--- config.mk ---
export PLATFORM = sky130hd
export DESIGN_NAME = vram_dump_streamer
export DESIGN_NICKNAME = d
export VERILOG_FILES = /design/src/rtl/vram_dump_streamer_pkg.sv /design/src/rtl/vram_rd_pipe.sv /design/src/rtl/vram_dump_streamer.sv
export SDC_FILE = /design/constraint.sdc
export NUM_CORES = 1
export LEC_CHECK = 0
export ABC_AREA = 1
export BUFFER_PORTS_ARGS = -buffer_cell sky130_fd_sc_hd__buf_2
export CAP_MARGIN = 20
export CORE_MARGIN = 2
export CORE_UTILIZATION = 40
export CTS_CLUSTER_DIAMETER = 80
export DETAILED_ROUTE_END_ITERATION = 7
export PLACE_DENSITY = 0.67
export SLEW_MARGIN = 10
export SYNTH_ARGS = -nofsm -noshare
export SYNTH_HDL_FRONTEND = slang
export SYNTH_HIERARCHICAL = 1
export SYNTH_SLANG_ARGS = --single-unit
--- constraint.sdc ---
create_clock -name clk -period 3.41 [get_ports clk]
set_input_delay 0.682 -clock clk [delete_from_list [all_inputs] [get_ports clk]]
set_output_delay 0.682 -clock clk [all_outputs]
set_load 0.05 [all_outputs]
--- src/rtl/vram_dump_streamer_pkg.sv ---
// Shared definitions for the VRAM dump streamer: FSM encodings and frame-header field widths.
package vram_dump_streamer_pkg;

    localparam int HDR_HI_W = 3;
    localparam int HDR_LO_W = 8;
    localparam int MAX_RD_LATENCY = 4;

    typedef enum logic [2:0] {
        ST_IDLE   = 3'd0,
        ST_HDR_HI = 3'd1,
        ST_HDR_LO = 3'd2,
        ST_RD     = 3'd3,
        ST_WAIT   = 3'd4,
        ST_SEND   = 3'd5,
        ST_CSUM   = 3'd6,
        ST_DONE   = 3'd7
    } state_t;

endpackage

--- src/rtl/vram_rd_pipe.sv ---
// Valid shift register that marks the cycle in which VRAM read data is usable.
module vram_rd_pipe
    import vram_dump_streamer_pkg::*;
#(
    parameter int RD_LATENCY = 1
) (
    input  logic clk,
    input  logic reset,
    input  logic flush,
    input  logic issue,
    output logic data_valid
);

    localparam int DEPTH = (RD_LATENCY > MAX_RD_LATENCY) ? MAX_RD_LATENCY :
                           (RD_LATENCY < 1) ? 1 : RD_LATENCY;

    logic [DEPTH-1:0] vld_q;

    always_ff @(posedge clk or negedge reset) begin
        if (!reset) begin
            vld_q <= '0;
        end else if (flush) begin
            vld_q <= '0;
        end else begin
            vld_q <= (vld_q << 1) | DEPTH'(issue);
        end
    end

    assign data_valid = vld_q[DEPTH-1];

endmodule

--- src/rtl/vram_dump_streamer.sv ---
// Walks the VRAM read port and emits a framed byte stream: size_hi, size_lo, data..., checksum.
//
// state   | meaning
// IDLE    | waiting for start; busy low
// HDR_HI  | presenting upper length byte
// HDR_LO  | presenting lower length byte
// RD      | driving the VRAM read address
// WAIT    | waiting out the read latency, capturing the byte
// SEND    | presenting the data byte
// CSUM    | presenting the running checksum
// DONE    | one-cycle done pulse
module vram_dump_streamer
    import vram_dump_streamer_pkg::*;
#(
    parameter int ADDR_W     = 11,
    parameter int DATA_W     = 8,
    parameter int RD_LATENCY = 1
) (
    input  logic              clk,
    input  logic              reset,
    input  logic              start,
    input  logic              abort,
    input  logic [ADDR_W-1:0] vram_size,
    output logic [ADDR_W-1:0] vram_read_address,
    input  logic [DATA_W-1:0] vram_output,
    output logic [DATA_W-1:0] tx_data,
    output logic              tx_valid,
    input  logic              tx_ready,
    output logic              busy,
    output logic              done
);

    state_t            state_q, state_d;
    logic [ADDR_W-1:0] len_q, len_d;
    logic [ADDR_W-1:0] addr_q, addr_d;
    logic [DATA_W-1:0] sum_q, sum_d;
    logic [DATA_W-1:0] byte_q;
    logic              rd_issue;
    logic              rd_data_valid;
    logic [DATA_W-1:0] hdr_hi;
    logic [DATA_W-1:0] hdr_lo;

    assign hdr_hi = DATA_W'(len_q >> HDR_LO_W);
    assign hdr_lo = DATA_W'(len_q);

    vram_rd_pipe #(
        .RD_LATENCY (RD_LATENCY)
    ) u_rd_pipe (
        .clk        (clk),
        .reset      (reset),
        .flush      (abort),
        .issue      (rd_issue),
        .data_valid (rd_data_valid)
    );

    always_ff @(posedge clk or negedge reset) begin
        if (!reset) begin
            state_q           <= ST_IDLE;
            len_q             <= '0;
            addr_q            <= '0;
            sum_q             <= '0;
            byte_q            <= '0;
            vram_read_address <= '0;
        end else begin
            state_q <= state_d;
            len_q   <= len_d;
            addr_q  <= addr_d;
            sum_q   <= sum_d;
            if (state_q == ST_WAIT && rd_data_valid) begin
                byte_q <= vram_output;
            end
            if (state_d == ST_RD) begin
                vram_read_address <= addr_d;
            end
        end
    end

    // tx_valid is gated by abort so a byte caught mid-handshake never transfers.
    always_comb begin
        state_d  = state_q;
        len_d    = len_q;
        addr_d   = addr_q;
        sum_d    = sum_q;
        rd_issue = 1'b0;
        tx_valid = 1'b0;
        tx_data  = '0;
        case (state_q)
            ST_IDLE: begin
                if (start && !abort) begin
                    len_d   = vram_size;
                    addr_d  = '0;
                    sum_d   = '0;
                    state_d = ST_HDR_HI;
                end
            end
            ST_HDR_HI: begin
                tx_valid = !abort;
                tx_data  = hdr_hi;
                if (tx_ready) begin
                    state_d = ST_HDR_LO;
                end
            end
            ST_HDR_LO: begin
                tx_valid = !abort;
                tx_data  = hdr_lo;
                if (tx_ready) begin
                    state_d = (len_q != '0) ? ST_RD : ST_CSUM;
                end
            end
            ST_RD: begin
                rd_issue = 1'b1;
                state_d  = ST_WAIT;
            end
            ST_WAIT: begin
                if (rd_data_valid) begin
                    state_d = ST_SEND;
                end
            end
            ST_SEND: begin
                tx_valid = !abort;
                tx_data  = byte_q;
                if (tx_ready) begin
                    sum_d   = sum_q + byte_q;
                    addr_d  = addr_q + ADDR_W'(1);
                    state_d = (addr_q + ADDR_W'(1) == len_q) ? ST_CSUM : ST_RD;
                end
            end
            ST_CSUM: begin
                tx_valid = !abort;
                tx_data  = sum_q;
                if (tx_ready) begin
                    state_d = ST_DONE;
                end
            end
            ST_DONE: begin
                state_d = ST_IDLE;
            end
            default: begin
                state_d = ST_IDLE;
            end
        endcase
        if (abort && state_q != ST_IDLE) begin
            state_d = ST_IDLE;
        end
    end

    assign busy = (state_q != ST_IDLE);
    assign done = (state_q == ST_DONE);

endmodule

==> results of run 1 <==
cells in the final DEF (no fill, tap or decap), types with 6 or more instances in the layout:
| cell type | instances |
|---|---|
| buf_2 | 45 |
| nand2_2 | 6 |
| o21ai_0 | 19 |
| ha_1 | 8 |
| nand2_1 | 106 |
| o22ai_1 | 11 |
| nand3_1 | 34 |
| o21bai_1 | 11 |
| nor2_1 | 35 |
| mux2_2 | 8 |
| nand4_1 | 8 |
| inv_1 | 59 |
| dfrtp_1 | 53 |
worst max path at each step:
stage | start | end | slack, ns | cells after the start
6_report | state_q[0]$_DFF_PN0_ | tx_data[0] | 0.64 | 7
5_1_grt | addr_q[0]$_DFF_PN0_ | vram_read_address[6]$_DFFE_PN0N_ | 0.37 | 17
4_1_cts | state_q[0]$_DFF_PN0_ | tx_data[0] | 0.69 | 7
3_5_place_dp | addr_q[0]$_DFF_PN0_ | vram_read_address[1]$_DFFE_PN0N_ | 0.80 | 17
3_3_place_gp | addr_q[0]$_DFF_PN0_ | vram_read_address[8]$_DFFE_PN0N_ | 0.92 | 17
2_1_floorplan | abort | tx_valid | 0.95 | 1
metrics by stage:
step	hold WS, ns	util (%)	instance area [um^2]	cells	total power [mW]
after floorplan	0.386	-	3210	412	1.85
after global routing	0.460	46.3	3600	558	2.70
after CTS	0.425	46.3	3600	558	2.55
after detailed placement	0.533	45.0	3500	551	2.12
after global placement	0.517	45.0	3500	551	2.11
final	0.405	46.3	3600	558	2.53
registers in the layout (all words and copies together), names as in the netlist:
signal,flops
len_q,11
sum_q,8
state_q,3
u_rd_pipe/data_valid,1
addr_q,11
byte_q,8
vram_read_address,11
power groups by stage:
stage          registers [mW]  clock network, mW  logic (mW)
4_1_cts                 0.912              0.433        1.20
6_report                0.913              0.419        1.20
3_3_place_gp            0.924                  0        1.18
3_5_place_dp            0.921                  0        1.20
2_1_floorplan            1.10                  0       0.751
5_1_grt                 0.933              0.453        1.31
cells by family (layout without fill, tap and decap cells):
group / count (synthesis) / after routing / share of synthesized area [%]
AND/OR/NAND/NOR: 205 / 205 / 28.6
buffers and inverters: 73 / 117 / 10.3
AO/OA/AOI/OAI: 59 / 59 / 11.9
flip-flops: 53 / 53 / 41.3
adder cells (fa/ha/maj): 9 / 9 / 3.74
multiplexers: 8 / 8 / 2.81
XOR/XNOR: 5 / 5 / 1.36
routing by layer:
metal	vias up	GRT usage, %	routed length [um]
met4	0	7.37	163
met5	-	0	0
met1	1354	26.9	3760
li1	1438	-	-
met3	13	3.55	430
met2	91	29.5	3690
layout make-up:
type | instances | share of cell area, %
multi-input combinational | 286 | 43.2
sequential | 53 | 36.8
timing repair buffer | 50 | 7.30
inverter | 60 | 6.26
tap | 102 | 3.55
clock buffer | 5 | 1.91
clock inverter | 2 | 0.973
==> flow_metrics.tcl, run 1 <==
set metrics [dict create \
    status "complete, no violations" \
    critPathArrivalTime_ns 2.09 \
    syn2layout_area_growth_pct 12.1 \
    clockRootBuffer "clkbuf_8" \
    hold_viol 0 \
    power_density_nw_per_um2 704 \
    slowest_stage "dfrtp_1" \
    die_x_um 93.6 \
    core_um2 7770 \
    fp.dieArea_um2 8760 \
    power.internal_mw 1.30 \
    pre_cts_ws_ns 0.804 \
    maxSlewViolCount 0 \
    ir_drop_v 0.000448 \
    cp_slowest_stage_delay_ns 0.41 \
    boundaryPins 46 \
    cp_cell_sequence "inv_1 -> nand2_1 -> nor2_1 -> inv_1 -> o22ai_1 -> a221o_1 -> buf_2" \
    fin_crit_ns 2.77 \
    cp_num_buf_inv 3 \
    ys_seq_area_share_pct 41.3 \
    min_period_over_period_pct 81.1 \
    port_buffers 45 \
    p_clk_share_pct 16.6 \
    seq_power_share_pct 36.0 \
    clk-insertion-delay-late_ns 0.31 \
    yosysWarnings 6 \
    p_comb_share_pct 47.4 \
    synthFlopType "dfrtp_1" \
    drcViolationCount 0 \
    grtUsageTotal_pct 19.2 \
    path_clk_slew_ns 0.09 \
    synth_edf_count 0 \
    fin_skew_ns 0.00820 \
    cp_data_required_time_ns 2.73 \
    postCtsSetupBuffers 0 \
    wl_per_cell_um 14.4 \
    path_delay_family "buffers and inverters" \
    startpoint_type "flip-flop" \
    r2r_cells 17 \
    rsz0062_at_grt "false" \
    rows 32 \
    drtPass1Iterations 5 \
    endpoint_kind "output port" \
    synth.top_cell.area_share_pct 41.3 \
    multi_input_comb_area_um2 1550 \
    grt_max_degree 31 \
    holdBufCountCts 0 \
    synth.most_common_cell "nand2_1" \
    cap_violations 0 \
    cts_resized 0 \
    synth.area.top_cells "dfrtp_1, nand2_1, inv_1" \
    critical_path.max_fanout 6 \
    initial_utilization_pct 41.3 \
    gp_congestion 0.907 \
    register_area_um2 1330 \
    mappedNetlistNets 445 \
    yosys-top-cells-count "nand2_1, inv_1, dfrtp_1" \
    p_sw_mw 1.23 \
    rr_startpoint "addr_q[0]$_DFF_PN0_" \
    hp-class "in -> async" \
    num_vias 2896 \
    dpl.hpwl_mm 6.04 \
    leakage_nw 1.81 \
    rr_endpoint "vram_read_address[2]$_DFFE_PN0N_" \
    critPathKind "reg -> out" \
    p_sw_share_pct 48.5 \
    routed_wl_mm 8.05 \
    syn_area_um2 3210 \
    via_per_inst 5.19 \
    cts.htree.levels 2 \
    finalSetupViolCount 0 \
    die_h_um 93.6 \
    yosysTopAreaCell "dfrtp_1" \
    drive_gt1_share_pct 18.0 \
    antenna_left 0 \
    fin_nets 489 \
    ff2ff_setup_slack_ns 0.75 \
    fillCellCount 805 \
    drt-initial-drc-count 186 \
    clk_path_buf_depth 2 \
    antennaDiodeCount 0 \
    clock_sinks 53 \
    slew_headroom_pct 53.9 \
    ys_async_sr_fraction_pct 100 \
    grt_pass1_wl_mm 13.1 \
    synth_cells 412 \
    critPathMostFrequentCell "inv_1" \
    cts_tree "yes" \
    tns_ns 0 \
    tightest_slew_ns 0.692 \
    cts_buffers 5 \
    grt-ovfl-total 0 \
    finalWorstSetupSlack_ns 0.643 \
    syn-mean-instance-area_um2 7.79 \
    synth_seq_cells 53 \
    antenna_found_initial 0 \
    max_freq_mhz 361 \
    yosysUniqueCellTypes 40 \
    grt_pass1_vias 2672 \
]
No activity file was read; power rests on OpenSTA's default activity.
==> run 2: changes to the inputs <==
- clock period: 3.41 -> 2.85 ns (I/O delays scaled with it)
==> flow_metrics.tcl, run 2 (synthesized netlist as in run 1, its figures left out) <==
set metrics [dict create \
    postCtsSetupBuffers 0 \
    leakage_nw 1.81 \
    status "complete, no violations" \
    gp_congestion 0.900 \
    clock_sinks 53 \
    power_density_nw_per_um2 827 \
    grt-ovfl-total 0 \
    grtUsageTotal_pct 19.9 \
    tightest_slew_ns 0.755 \
    total_power_mw 3.00 \
    die_x_um 93.6 \
    rows 32 \
    drt-initial-drc-count 283 \
    port_buffers 45 \
    fin_nets 493 \
    syn2layout_area_growth_pct 13.1 \
    gr-usage-met2_pct 32.7 \
    wl_per_cell_um 14.5 \
    dpl.hpwl_mm 6.29 \
    grt.met1_usage_pct 27.5 \
    final_common_cell "nand2_1" \
    num_vias 2927 \
    tns_ns 0 \
    drive_gt1_share_pct 18.7 \
    p_clk_share_pct 14.5 \
    critical_path.max_fanout 12 \
    critPathKind "reg -> reg" \
    core_um2 7770 \
    cts.htree.levels 2 \
    hp-class "in -> async" \
    critPathArrivalTime_ns 2.74 \
    gr-max-usage-layer "met2" \
    p_sw_share_pct 50.0 \
    fin_crit_ns 2.48 \
    clockRootBuffer "clkbuf_8" \
    startpoint_type "flip-flop" \
    endpoint_kind "flip-flop" \
    routed_wl_mm 8.18 \
    die_h_um 93.6 \
    max_freq_mhz 402 \
    via_per_inst 5.20 \
    drcViolationCount 0 \
    fin_skew_ns 0.0120 \
    finalSetupViolCount 0 \
    antennaDiodeCount 0 \
    grt_util_met3_pct 3.14 \
    cts_buffers 5 \
    grt_pass1_wl_mm 13.7 \
    clk_path_buf_depth 2 \
    antenna_found_initial 0 \
    final_cell_mix "nand2_1, inv_1, dfrtp_1, buf_2, nor2_1" \
    min_period_over_period_pct 87.2 \
    top_regs "addr_q (11), len_q (11), vram_read_address (11)" \
    grt_pass1_vias 2822 \
    holdBufCountCts 0 \
    ir_drop_v 0.000596 \
    boundaryPins 46 \
    slew_headroom_pct 49.7 \
    drtPass1Iterations 5 \
    antenna_left 0 \
    grt_max_degree 33 \
    fp.dieArea_um2 8760 \
    rsz0062_at_grt "false" \
    cap_violations 0 \
    clk-insertion-delay-late_ns 0.32 \
    p_sw_mw 1.50 \
    maxSlewViolCount 0 \
    cp_data_required_time_ns 3.11 \
    initial_utilization_pct 41.3 \
    p_comb_share_pct 49.1 \
    cts_resized 0 \
    hold_viol 0 \
    path_clk_slew_ns 0.10 \
    power.internal_mw 1.50 \
    cts_tree "yes" \
    seq_power_share_pct 36.4 \
]
## run 2: power by group through the flow
stage | Combinational, mW | Sequential, mW | Clock (mW)
after floorplan | 0.898 | 1.31 | 0
after global placement | 1.42 | 1.10 | 0
after detailed placement | 1.45 | 1.10 | 0
after CTS | 1.45 | 1.09 | 0.443
after global routing | 1.63 | 1.12 | 0.465
final | 1.48 | 1.09 | 0.434
## run 2: per-layer routing
layer	part of all wire, %	wire [um]	vias to the layer above
met5	0	0	-
met4	1.7	139	0
li1	-	-	1441
met2	48	3890	79
met1	47	3820	1394
met3	4.1	338	13
## run 2: worst max-delay path, cell delays in order, from the launching register on
cell     delay, ns
dfrtp_1       0.47
ha_1          0.37
nand2_1       0.14
nor2_1        0.15
nand2_1       0.07
nand2_1       0.06
nand2_1       0.07
nor2_1        0.10
nor2_1        0.05
nand2_1       0.06
nor2_1        0.04
nand2_1       0.08
nand2_1       0.07
nand2_1       0.12
nand4_4       0.21
inv_4         0.19
nand3_1       0.10
nand2_1       0.10
## run 2: per-stage QoR
stage	instance area (um^2)	worst slack, ns	hold slack (ns)	cells	util (%)
6_report	3630	0.365	0.306	563	46.8
5_1_grt	3630	0.0445	0.373	563	46.8
4_1_cts	3610	0.200	0.346	563	46.5
3_5_place_dp	3530	0.225	0.519	555	45.4
3_3_place_gp	3530	0.369	0.513	555	45.4
2_1_floorplan	3210	0.597	0.274	412	-
## run 2: final timing paths
check,from,endpoint,slack (ns),cells after the start
worst min-delay path,reset,byte_q[0]$_DFFE_PN0P_,0.31,1
worst min register to register,sum_q[0]$_DFFE_PN0P_,sum_q[0]$_DFFE_PN0P_,0.54,1
min in group clk,vram_size[1],len_q[1]$_DFFE_PN0P_,0.45,3
max in group asynchronous,reset,byte_q[7]$_DFFE_PN0P_,1.88,2
worst max-delay path,addr_q[0]$_DFF_PN0_,vram_read_address[9]$_DFFE_PN0N_,0.37,17
worst max register to register,addr_q[0]$_DFF_PN0_,vram_read_address[9]$_DFFE_PN0N_,0.37,17
## run 2: area by class of cell
class	count	area, um^2
well taps	102	128
fillers	801	4140
repair buffers	54	293
inverters	60	228
flip-flops and latches	53	1330
clock inverters	2	15.0
multi-input cells	286	1570
clock buffers	6	72.6
